<file path="config.mk">
export PLATFORM = sky130hd
export DESIGN_NAME = ps2_command_decoder_flat
export DESIGN_NICKNAME = d
export VERILOG_FILES = /design/src/rtl/ps2_command_decoder_if.sv /design/src/rtl/ps2_command_decoder.sv /design/src/flat_wrapper.sv
export SDC_FILE = /design/constraint.sdc
export NUM_CORES = 1
export LEC_CHECK = 0
export CORE_UTILIZATION = 62
export CTS_CLUSTER_SIZE = 28
export DETAILED_ROUTE_END_ITERATION = 8
export GPL_TIMING_DRIVEN = 0
export PLACE_DENSITY = 0.88
export SKIP_CTS_REPAIR_TIMING = 1
export SYNTH_ARGS = -nofsm -noshare
export SYNTH_HDL_FRONTEND = slang
export SYNTH_SLANG_ARGS = --single-unit
</file>
<file path="constraint.sdc">
create_clock -name board_clk -period 5.3 [get_ports board_clk]
set_clock_uncertainty 0.15 [all_clocks]
set_input_delay 1.325 -clock board_clk [delete_from_list [all_inputs] [get_ports board_clk]]
set_output_delay 1.325 -clock board_clk [all_outputs]
set_load 0.01 [all_outputs]
</file>
<file path="src/rtl/ps2_command_decoder_if.sv">
// PS/2 command decoder bus: raw PS/2 pins in, game commands and debug bytes out.
//   ps2_clk, ps2_dat   : raw asynchronous PS/2 lines (keyboard -> decoder)
//   p1_dir, p2_dir     : registered player directions (UP=00 RIGHT=01 DOWN=10 LEFT=11)
//   start_pulse        : one-cycle pulse on a fresh space make
//   reset_req_pulse    : one-cycle pulse on every Esc make
//   scan_code/valid    : last accepted byte and its one-cycle update strobe
//   frame_err          : one-cycle pulse on a rejected or timed-out frame
// master = keyboard/consumer side, slave = decoder side.
interface ps2_command_decoder_if;
  logic       ps2_clk;
  logic       ps2_dat;
  logic [1:0] p1_dir;
  logic [1:0] p2_dir;
  logic       start_pulse;
  logic       reset_req_pulse;
  logic [7:0] scan_code;
  logic       scan_valid;
  logic       frame_err;

  modport master (
    output ps2_clk, ps2_dat,
    input  p1_dir, p2_dir, start_pulse, reset_req_pulse, scan_code, scan_valid, frame_err
  );

  modport slave (
    input  ps2_clk, ps2_dat,
    output p1_dir, p2_dir, start_pulse, reset_req_pulse, scan_code, scan_valid, frame_err
  );
endinterface

</file>
<file path="src/rtl/ps2_command_decoder.sv">
// Lightbike input front end: synchronises and filters the PS/2 lines, deserialises
// 11-bit frames, tracks E0/F0 prefixes and turns key makes into game commands.
//   board_clk : system clock (only clock)
//   reset     : synchronous, active-high
//   bus       : ps2_command_decoder_if.slave (PS/2 pins in, command outputs)
module ps2_command_decoder #(
  parameter int unsigned FILTER_LEN     = 8,
  parameter int unsigned TIMEOUT_CYCLES = 100000
) (
  input  logic                  board_clk,
  input  logic                  reset,
  ps2_command_decoder_if.slave  bus
);

  localparam int unsigned FCNT_W = $clog2(FILTER_LEN + 1);
  localparam int unsigned TCNT_W = $clog2(TIMEOUT_CYCLES + 1);

  localparam logic [7:0] K_EXT   = 8'hE0;
  localparam logic [7:0] K_BRK   = 8'hF0;
  localparam logic [7:0] K_SPACE = 8'h29;
  localparam logic [7:0] K_ESC   = 8'h76;

  localparam logic [1:0] DIR_UP    = 2'b00;
  localparam logic [1:0] DIR_RIGHT = 2'b01;
  localparam logic [1:0] DIR_DOWN  = 2'b10;
  localparam logic [1:0] DIR_LEFT  = 2'b11;

  typedef enum logic [1:0] {IDLE, DATA, PARITY, STOP} state_t;

  state_t              state, state_nx;
  logic                clk_s1, clk_s2, dat_s1, dat_s2;
  logic                filt_clk, fall;
  logic [FCNT_W-1:0]   filt_cnt;
  logic [TCNT_W-1:0]   tcnt;
  logic [2:0]          bit_cnt;
  logic [7:0]          shift_reg;
  logic                parity_ok;
  logic [7:0]          scan_code;
  logic                scan_valid, frame_err;
  logic                ext, brk, space_held;
  logic [1:0]          p1_dir, p2_dir;
  logic                start_pulse, reset_req_pulse;

  logic                timeout_c, begin_c, shift_c, par_c, accept_c, err_c;
  logic [1:0]          p1_req_c, p2_req_c;
  logic                p1_vld_c, p2_vld_c, space_c, esc_c;

  // Two-flop synchronisers for the asynchronous PS/2 lines
  always_ff @(posedge board_clk) begin
    if (reset) begin
      clk_s1 <= 1'b1; clk_s2 <= 1'b1;
      dat_s1 <= 1'b1; dat_s2 <= 1'b1;
    end else begin
      clk_s1 <= bus.ps2_clk; clk_s2 <= clk_s1;
      dat_s1 <= bus.ps2_dat; dat_s2 <= dat_s1;
    end
  end

  // Glitch filter: level follows the synchronised clock only after FILTER_LEN
  // consecutive differing samples; a 1->0 flip raises fall for one cycle.
  always_ff @(posedge board_clk) begin
    if (reset) begin
      filt_clk <= 1'b1;
      filt_cnt <= '0;
      fall     <= 1'b0;
    end else begin
      fall <= 1'b0;
      if (clk_s2 == filt_clk) begin
        filt_cnt <= '0;
      end else if (filt_cnt == FCNT_W'(FILTER_LEN - 1)) begin
        filt_clk <= clk_s2;
        filt_cnt <= '0;
        fall     <= filt_clk;
      end else begin
        filt_cnt <= filt_cnt + 1'b1;
      end
    end
  end

  // Mid-frame watchdog; cleared on every fall and while idle
  assign timeout_c = (state != IDLE) && !fall && (tcnt == TCNT_W'(TIMEOUT_CYCLES - 1));

  always_ff @(posedge board_clk) begin
    if (reset || state == IDLE || fall || timeout_c) tcnt <= '0;
    else                                             tcnt <= tcnt + 1'b1;
  end

  // Frame FSM: state register
  always_ff @(posedge board_clk) begin
    if (reset) state <= IDLE;
    else       state <= state_nx;
  end

  // Frame FSM: next state, advancing only on fall events
  always_comb begin
    state_nx = state;
    if (timeout_c) begin
      state_nx = IDLE;
    end else if (fall) begin
      case (state)
        IDLE:    if (!dat_s2) state_nx = DATA;
        DATA:    if (bit_cnt == 3'd7) state_nx = PARITY;
        PARITY:  state_nx = STOP;
        STOP:    state_nx = IDLE;
        default: state_nx = IDLE;
      endcase
    end
  end

  // Frame FSM: datapath strobes
  always_comb begin
    begin_c  = 1'b0;
    shift_c  = 1'b0;
    par_c    = 1'b0;
    accept_c = 1'b0;
    err_c    = timeout_c;
    if (fall) begin
      case (state)
        IDLE:    begin_c = !dat_s2;
        DATA:    shift_c = 1'b1;
        PARITY:  par_c   = 1'b1;
        STOP:    if (dat_s2 && parity_ok) accept_c = 1'b1;
                 else                     err_c    = 1'b1;
        default: ;
      endcase
    end
  end

  // Deserialiser and byte output; rejected frames leave scan_code untouched
  always_ff @(posedge board_clk) begin
    if (reset) begin
      bit_cnt    <= '0;
      shift_reg  <= '0;
      parity_ok  <= 1'b0;
      scan_code  <= '0;
      scan_valid <= 1'b0;
      frame_err  <= 1'b0;
    end else begin
      scan_valid <= accept_c;
      frame_err  <= err_c;
      if (begin_c) bit_cnt <= '0;
      if (shift_c) begin
        shift_reg <= {dat_s2, shift_reg[7:1]};
        bit_cnt   <= bit_cnt + 1'b1;
      end
      if (par_c)    parity_ok <= ^{shift_reg, dat_s2};
      if (accept_c) scan_code <= shift_reg;
    end
  end

  // Key-to-command lookup under the current prefix flags
  always_comb begin
    p1_req_c = DIR_UP;
    p2_req_c = DIR_UP;
    p1_vld_c = 1'b0;
    p2_vld_c = 1'b0;
    space_c  = 1'b0;
    esc_c    = 1'b0;
    if (!brk && !ext) begin
      case (scan_code)
        8'h1D:   begin p1_req_c = DIR_UP;    p1_vld_c = 1'b1; end
        8'h1B:   begin p1_req_c = DIR_DOWN;  p1_vld_c = 1'b1; end
        8'h1C:   begin p1_req_c = DIR_LEFT;  p1_vld_c = 1'b1; end
        8'h23:   begin p1_req_c = DIR_RIGHT; p1_vld_c = 1'b1; end
        K_SPACE: space_c = 1'b1;
        K_ESC:   esc_c   = 1'b1;
        default: ;
      endcase
    end else if (!brk && ext) begin
      case (scan_code)
        8'h75:   begin p2_req_c = DIR_UP;    p2_vld_c = 1'b1; end
        8'h72:   begin p2_req_c = DIR_DOWN;  p2_vld_c = 1'b1; end
        8'h6B:   begin p2_req_c = DIR_LEFT;  p2_vld_c = 1'b1; end
        8'h74:   begin p2_req_c = DIR_RIGHT; p2_vld_c = 1'b1; end
        default: ;
      endcase
    end
  end

  // Command state; the reverse of a direction is that direction with bit 1 flipped
  always_ff @(posedge board_clk) begin
    if (reset) begin
      ext             <= 1'b0;
      brk             <= 1'b0;
      space_held      <= 1'b0;
      p1_dir          <= DIR_RIGHT;
      p2_dir          <= DIR_LEFT;
      start_pulse     <= 1'b0;
      reset_req_pulse <= 1'b0;
    end else begin
      start_pulse     <= 1'b0;
      reset_req_pulse <= 1'b0;
      if (scan_valid) begin
        if (scan_code == K_EXT) begin
          ext <= 1'b1;
        end else if (scan_code == K_BRK) begin
          brk <= 1'b1;
        end else begin
          ext <= 1'b0;
          brk <= 1'b0;
          if (brk && scan_code == K_SPACE) space_held <= 1'b0;
          if (p1_vld_c && p1_req_c != (p1_dir ^ 2'b10)) p1_dir <= p1_req_c;
          if (p2_vld_c && p2_req_c != (p2_dir ^ 2'b10)) p2_dir <= p2_req_c;
          if (space_c) begin
            start_pulse <= !space_held;
            space_held  <= 1'b1;
          end
          reset_req_pulse <= esc_c;
        end
      end
    end
  end

  assign bus.p1_dir          = p1_dir;
  assign bus.p2_dir          = p2_dir;
  assign bus.start_pulse     = start_pulse;
  assign bus.reset_req_pulse = reset_req_pulse;
  assign bus.scan_code       = scan_code;
  assign bus.scan_valid      = scan_valid;
  assign bus.frame_err       = frame_err;

endmodule

</file>
<file path="src/flat_wrapper.sv">
// flat-port wrapper written by rule: the top's interface ports become plain ports
module ps2_command_decoder_flat 
#(
  parameter int unsigned FILTER_LEN     = 8,
  parameter int unsigned TIMEOUT_CYCLES = 100000
)
  (board_clk, reset, bus_ps2_clk, bus_ps2_dat, bus_p1_dir, bus_p2_dir, bus_start_pulse, bus_reset_req_pulse, bus_scan_code, bus_scan_valid, bus_frame_err);
  ps2_command_decoder_if bus_i ();
  input  logic board_clk;
  input  logic reset;
  input wire logic [$bits(bus_i.ps2_clk)-1:0] bus_ps2_clk;
  input wire logic [$bits(bus_i.ps2_dat)-1:0] bus_ps2_dat;
  output wire logic [$bits(bus_i.p1_dir)-1:0] bus_p1_dir;
  output wire logic [$bits(bus_i.p2_dir)-1:0] bus_p2_dir;
  output wire logic [$bits(bus_i.start_pulse)-1:0] bus_start_pulse;
  output wire logic [$bits(bus_i.reset_req_pulse)-1:0] bus_reset_req_pulse;
  output wire logic [$bits(bus_i.scan_code)-1:0] bus_scan_code;
  output wire logic [$bits(bus_i.scan_valid)-1:0] bus_scan_valid;
  output wire logic [$bits(bus_i.frame_err)-1:0] bus_frame_err;
  assign bus_i.ps2_clk = bus_ps2_clk;
  assign bus_i.ps2_dat = bus_ps2_dat;
  assign bus_p1_dir = bus_i.p1_dir;
  assign bus_p2_dir = bus_i.p2_dir;
  assign bus_start_pulse = bus_i.start_pulse;
  assign bus_reset_req_pulse = bus_i.reset_req_pulse;
  assign bus_scan_code = bus_i.scan_code;
  assign bus_scan_valid = bus_i.scan_valid;
  assign bus_frame_err = bus_i.frame_err;
  ps2_command_decoder #(.FILTER_LEN(FILTER_LEN), .TIMEOUT_CYCLES(TIMEOUT_CYCLES)) u_core (.board_clk(board_clk), .reset(reset), .bus(bus_i));
endmodule
</file>
==> run metrics <==
post-route ant nets 0; RR Startpoint u_core.state[0]; Top-Level Pins 20; DRC Markers 0; Row Count 23; syn_nets roughly 330; hold crit path type flip-flop to flip-flop; final-report setup violation count 0; GRT Resource Usage Total approximately 26%; Tcrit/Tclk final ~56%; starting density of the core between 60% and 70%; Yosys reg bits 60; cell count after placement 385; htree depth 3; Slew @ Worst Pin 0.538 ns; Max Cap Viol 0; Crit Path Max Fanout 10; fin area between 3000 and 4000 um2; Clock Power Share a little under half; CTS tree yes; number of cells on the critical path 5; Via density between 5 and 6; clk sinks 60; setup TNS 0 ns; R2R cell count 8; FMAX between 0.3 and 0.4 GHz; worst path required time 5.41 ns; final hold violation count 0; antenna cell count 0; r2r endpoint u_core.tcnt[9]; unrepaired setup endpoints after global routing no; Area Overhead vs Synth 16.1%; Mapped Area approximately 2700 um2; CP arrival around 3.1 ns; register area share after synthesis 44.2%; top_reg_cell synth dfxtp_1; initial antenna violation count 0; Slowest cell on crit path or4_1; pwr/cell area about 270 nW/um2; Post-Layout Cell Count 400; worst rel slew slack approximately 64%; CTS root buffer clkbuf_8; synthesized instance count 316; post-layout util 76.6%; Die ar. about 4600 um2; CP cell instances clkdlybuf4s50_1, clkbuf_1, or3_1, or4_1, nor2_1; CP Launch Point reset; Final Net Count about 360; Total Wirelength roughly 5 mm; Place WS between 2 and 2.5 ns; post-detail-place hpwl about 3.6 mm; post-synth cell types between 40 and 50; CP endpoint u_core.bus.reset_req_pulse; DP Area 2970 um2; Post-synth EDFFs 0; mean post-synth cell area about 8.6 um2; worst vdd ir between 0.2 and 0.25 mV; via count ~2200; global-route wire length before repair 8.51 mm; total power around 0.85 mW; P_int 0.685 mW; PnR worst setup slack between 2 and 2.5 ns; Clock Latency Late Sink around 0.33 ns; CTS buffer count 9; sequential share of power 53.3%; flop2flop setup slack 2.99 ns; Logic pwr share roughly 1.5%; Syn. warnings 0; largest net degree at the start of global routing 11; vias in the first global route between 1500 and 2000; DR WL/cell 12.8 um; pins over their slew limit 0; share of layout cells above drive strength 1 8.86%; IO Port Bufs 19; final hold slack ~0.26 ns; die width a little under 70 um; Top Family by Delay on Critical Path simple AND/OR/NAND/NOR gates; Buf/Inv on CP 2; crit-path max cell delay 0.54 ns; Setup crit end kind flip-flop; CP startpoint kind input port; Sw Share 19.5%; Core Region roughly 4000 um2; max reg flops 17; starting DRC count in detailed routing about 130; critical path class input port to flip-flop; GRT Residual Overflow 0; status finished clean; maximum root-to-sink buffer count 2; CTS clk-pin slew, worst paths 0.06 ns; cell leakage power between 1 and 1.5 nW; gpl congestion 0.838; die height between 60 and 70 um; clock period minus worst slack 2.96 ns; drt pass-1 iters 5; switching power roughly 0.17 mW; Post-synth ARST share 0%
metal layers:
layer / GRT usage (%) / routed length, um
met2: 40.6 / 2480
met1: 30.6 / 2330
met4: 12.8 / 99
met3: 8.50 / 213
met5: 0 / 0
cell usage after synthesis, drive strengths merged, types with 5 or more instances:
master	count	area, um2
nor2b	5	31.3
nor4	5	43.8
dfxtp	60	1200
xnor2	21	184
nor3	5	25.0
or2	6	37.5
nand3	10	50.1
a21oi	25	125
clkbuf	9	46.3
nor2	39	146
ha	8	100
xor2	6	52.6
inv	11	41.3
and3	6	41.3
nand2	50	188
cell families after synthesis:
| kind of cell | count (synthesis) | share of synthesized area [%] |
|---|---|---|
| DFF | 60 | 44.2 |
| adders and majority gates | 8 | 3.69 |
| and+or+nand+nor | 154 | 28.1 |
| xor gates and xnor gates | 28 | 9.53 |
| AOI/OAI and AO/OA | 42 | 9.53 |
| buffers and inverters | 23 | 4.56 |
| muxes | 1 | 0.369 |
power by group through the flow:
stage               clock network (mW)  logic, mW  registers (mW)
global route                     0.417     0.0140           0.454
detailed placement                   0     0.0129           0.464
CTS                              0.393     0.0129           0.454
floorplan                            0    0.00793           0.463
global placement                     0     0.0125           0.464
finish                           0.385     0.0127           0.454
final cells by class:
cell class              instances  area (um2)
multi-input cells             233        1390
flip-flops and latches         60        1200
fillers                       309         962
repair buffers                 19         190
clock buffers                  13         149
plain buffers                  12        82.6
well taps                      50        62.6
inverters                      11        41.3
clock inverters                 2        35.0
cells in the final DEF (no fill, tap or decap), types with 6 or more instances in the layout:
master / synthesis / routed
a21oi_1: 25 / 25
xor2_1: 6 / 6
ha_1: 8 / 8
or2_2: 6 / 6
inv_1: 11 / 11
nand3_1: 10 / 10
clkbuf_8: 1 / 11
clkdlybuf4s50_1: 0 / 19
nor2_1: 39 / 39
dfxtp_1: 60 / 60
xnor2_1: 21 / 21
nand2_1: 50 / 50
clkbuf_1: 6 / 9
how the worst min path moves through the flow:
stage / start / cells after the start / endpoint / slack, ns
final: u_core.clk_s1 / 1 / u_core.clk_s2 / 0.26
after global routing: u_core.clk_s1 / 1 / u_core.clk_s2 / 0.27
after CTS: u_core.clk_s1 / 1 / u_core.clk_s2 / 0.26
after detailed placement: u_core.clk_s1 / 1 / u_core.clk_s2 / 0.24
after global placement: u_core.clk_s1 / 1 / u_core.clk_s2 / 0.24
after floorplan: u_core.clk_s1 / 1 / u_core.clk_s2 / 0.24
Note: power is estimated with default switching activity, not from simulation.
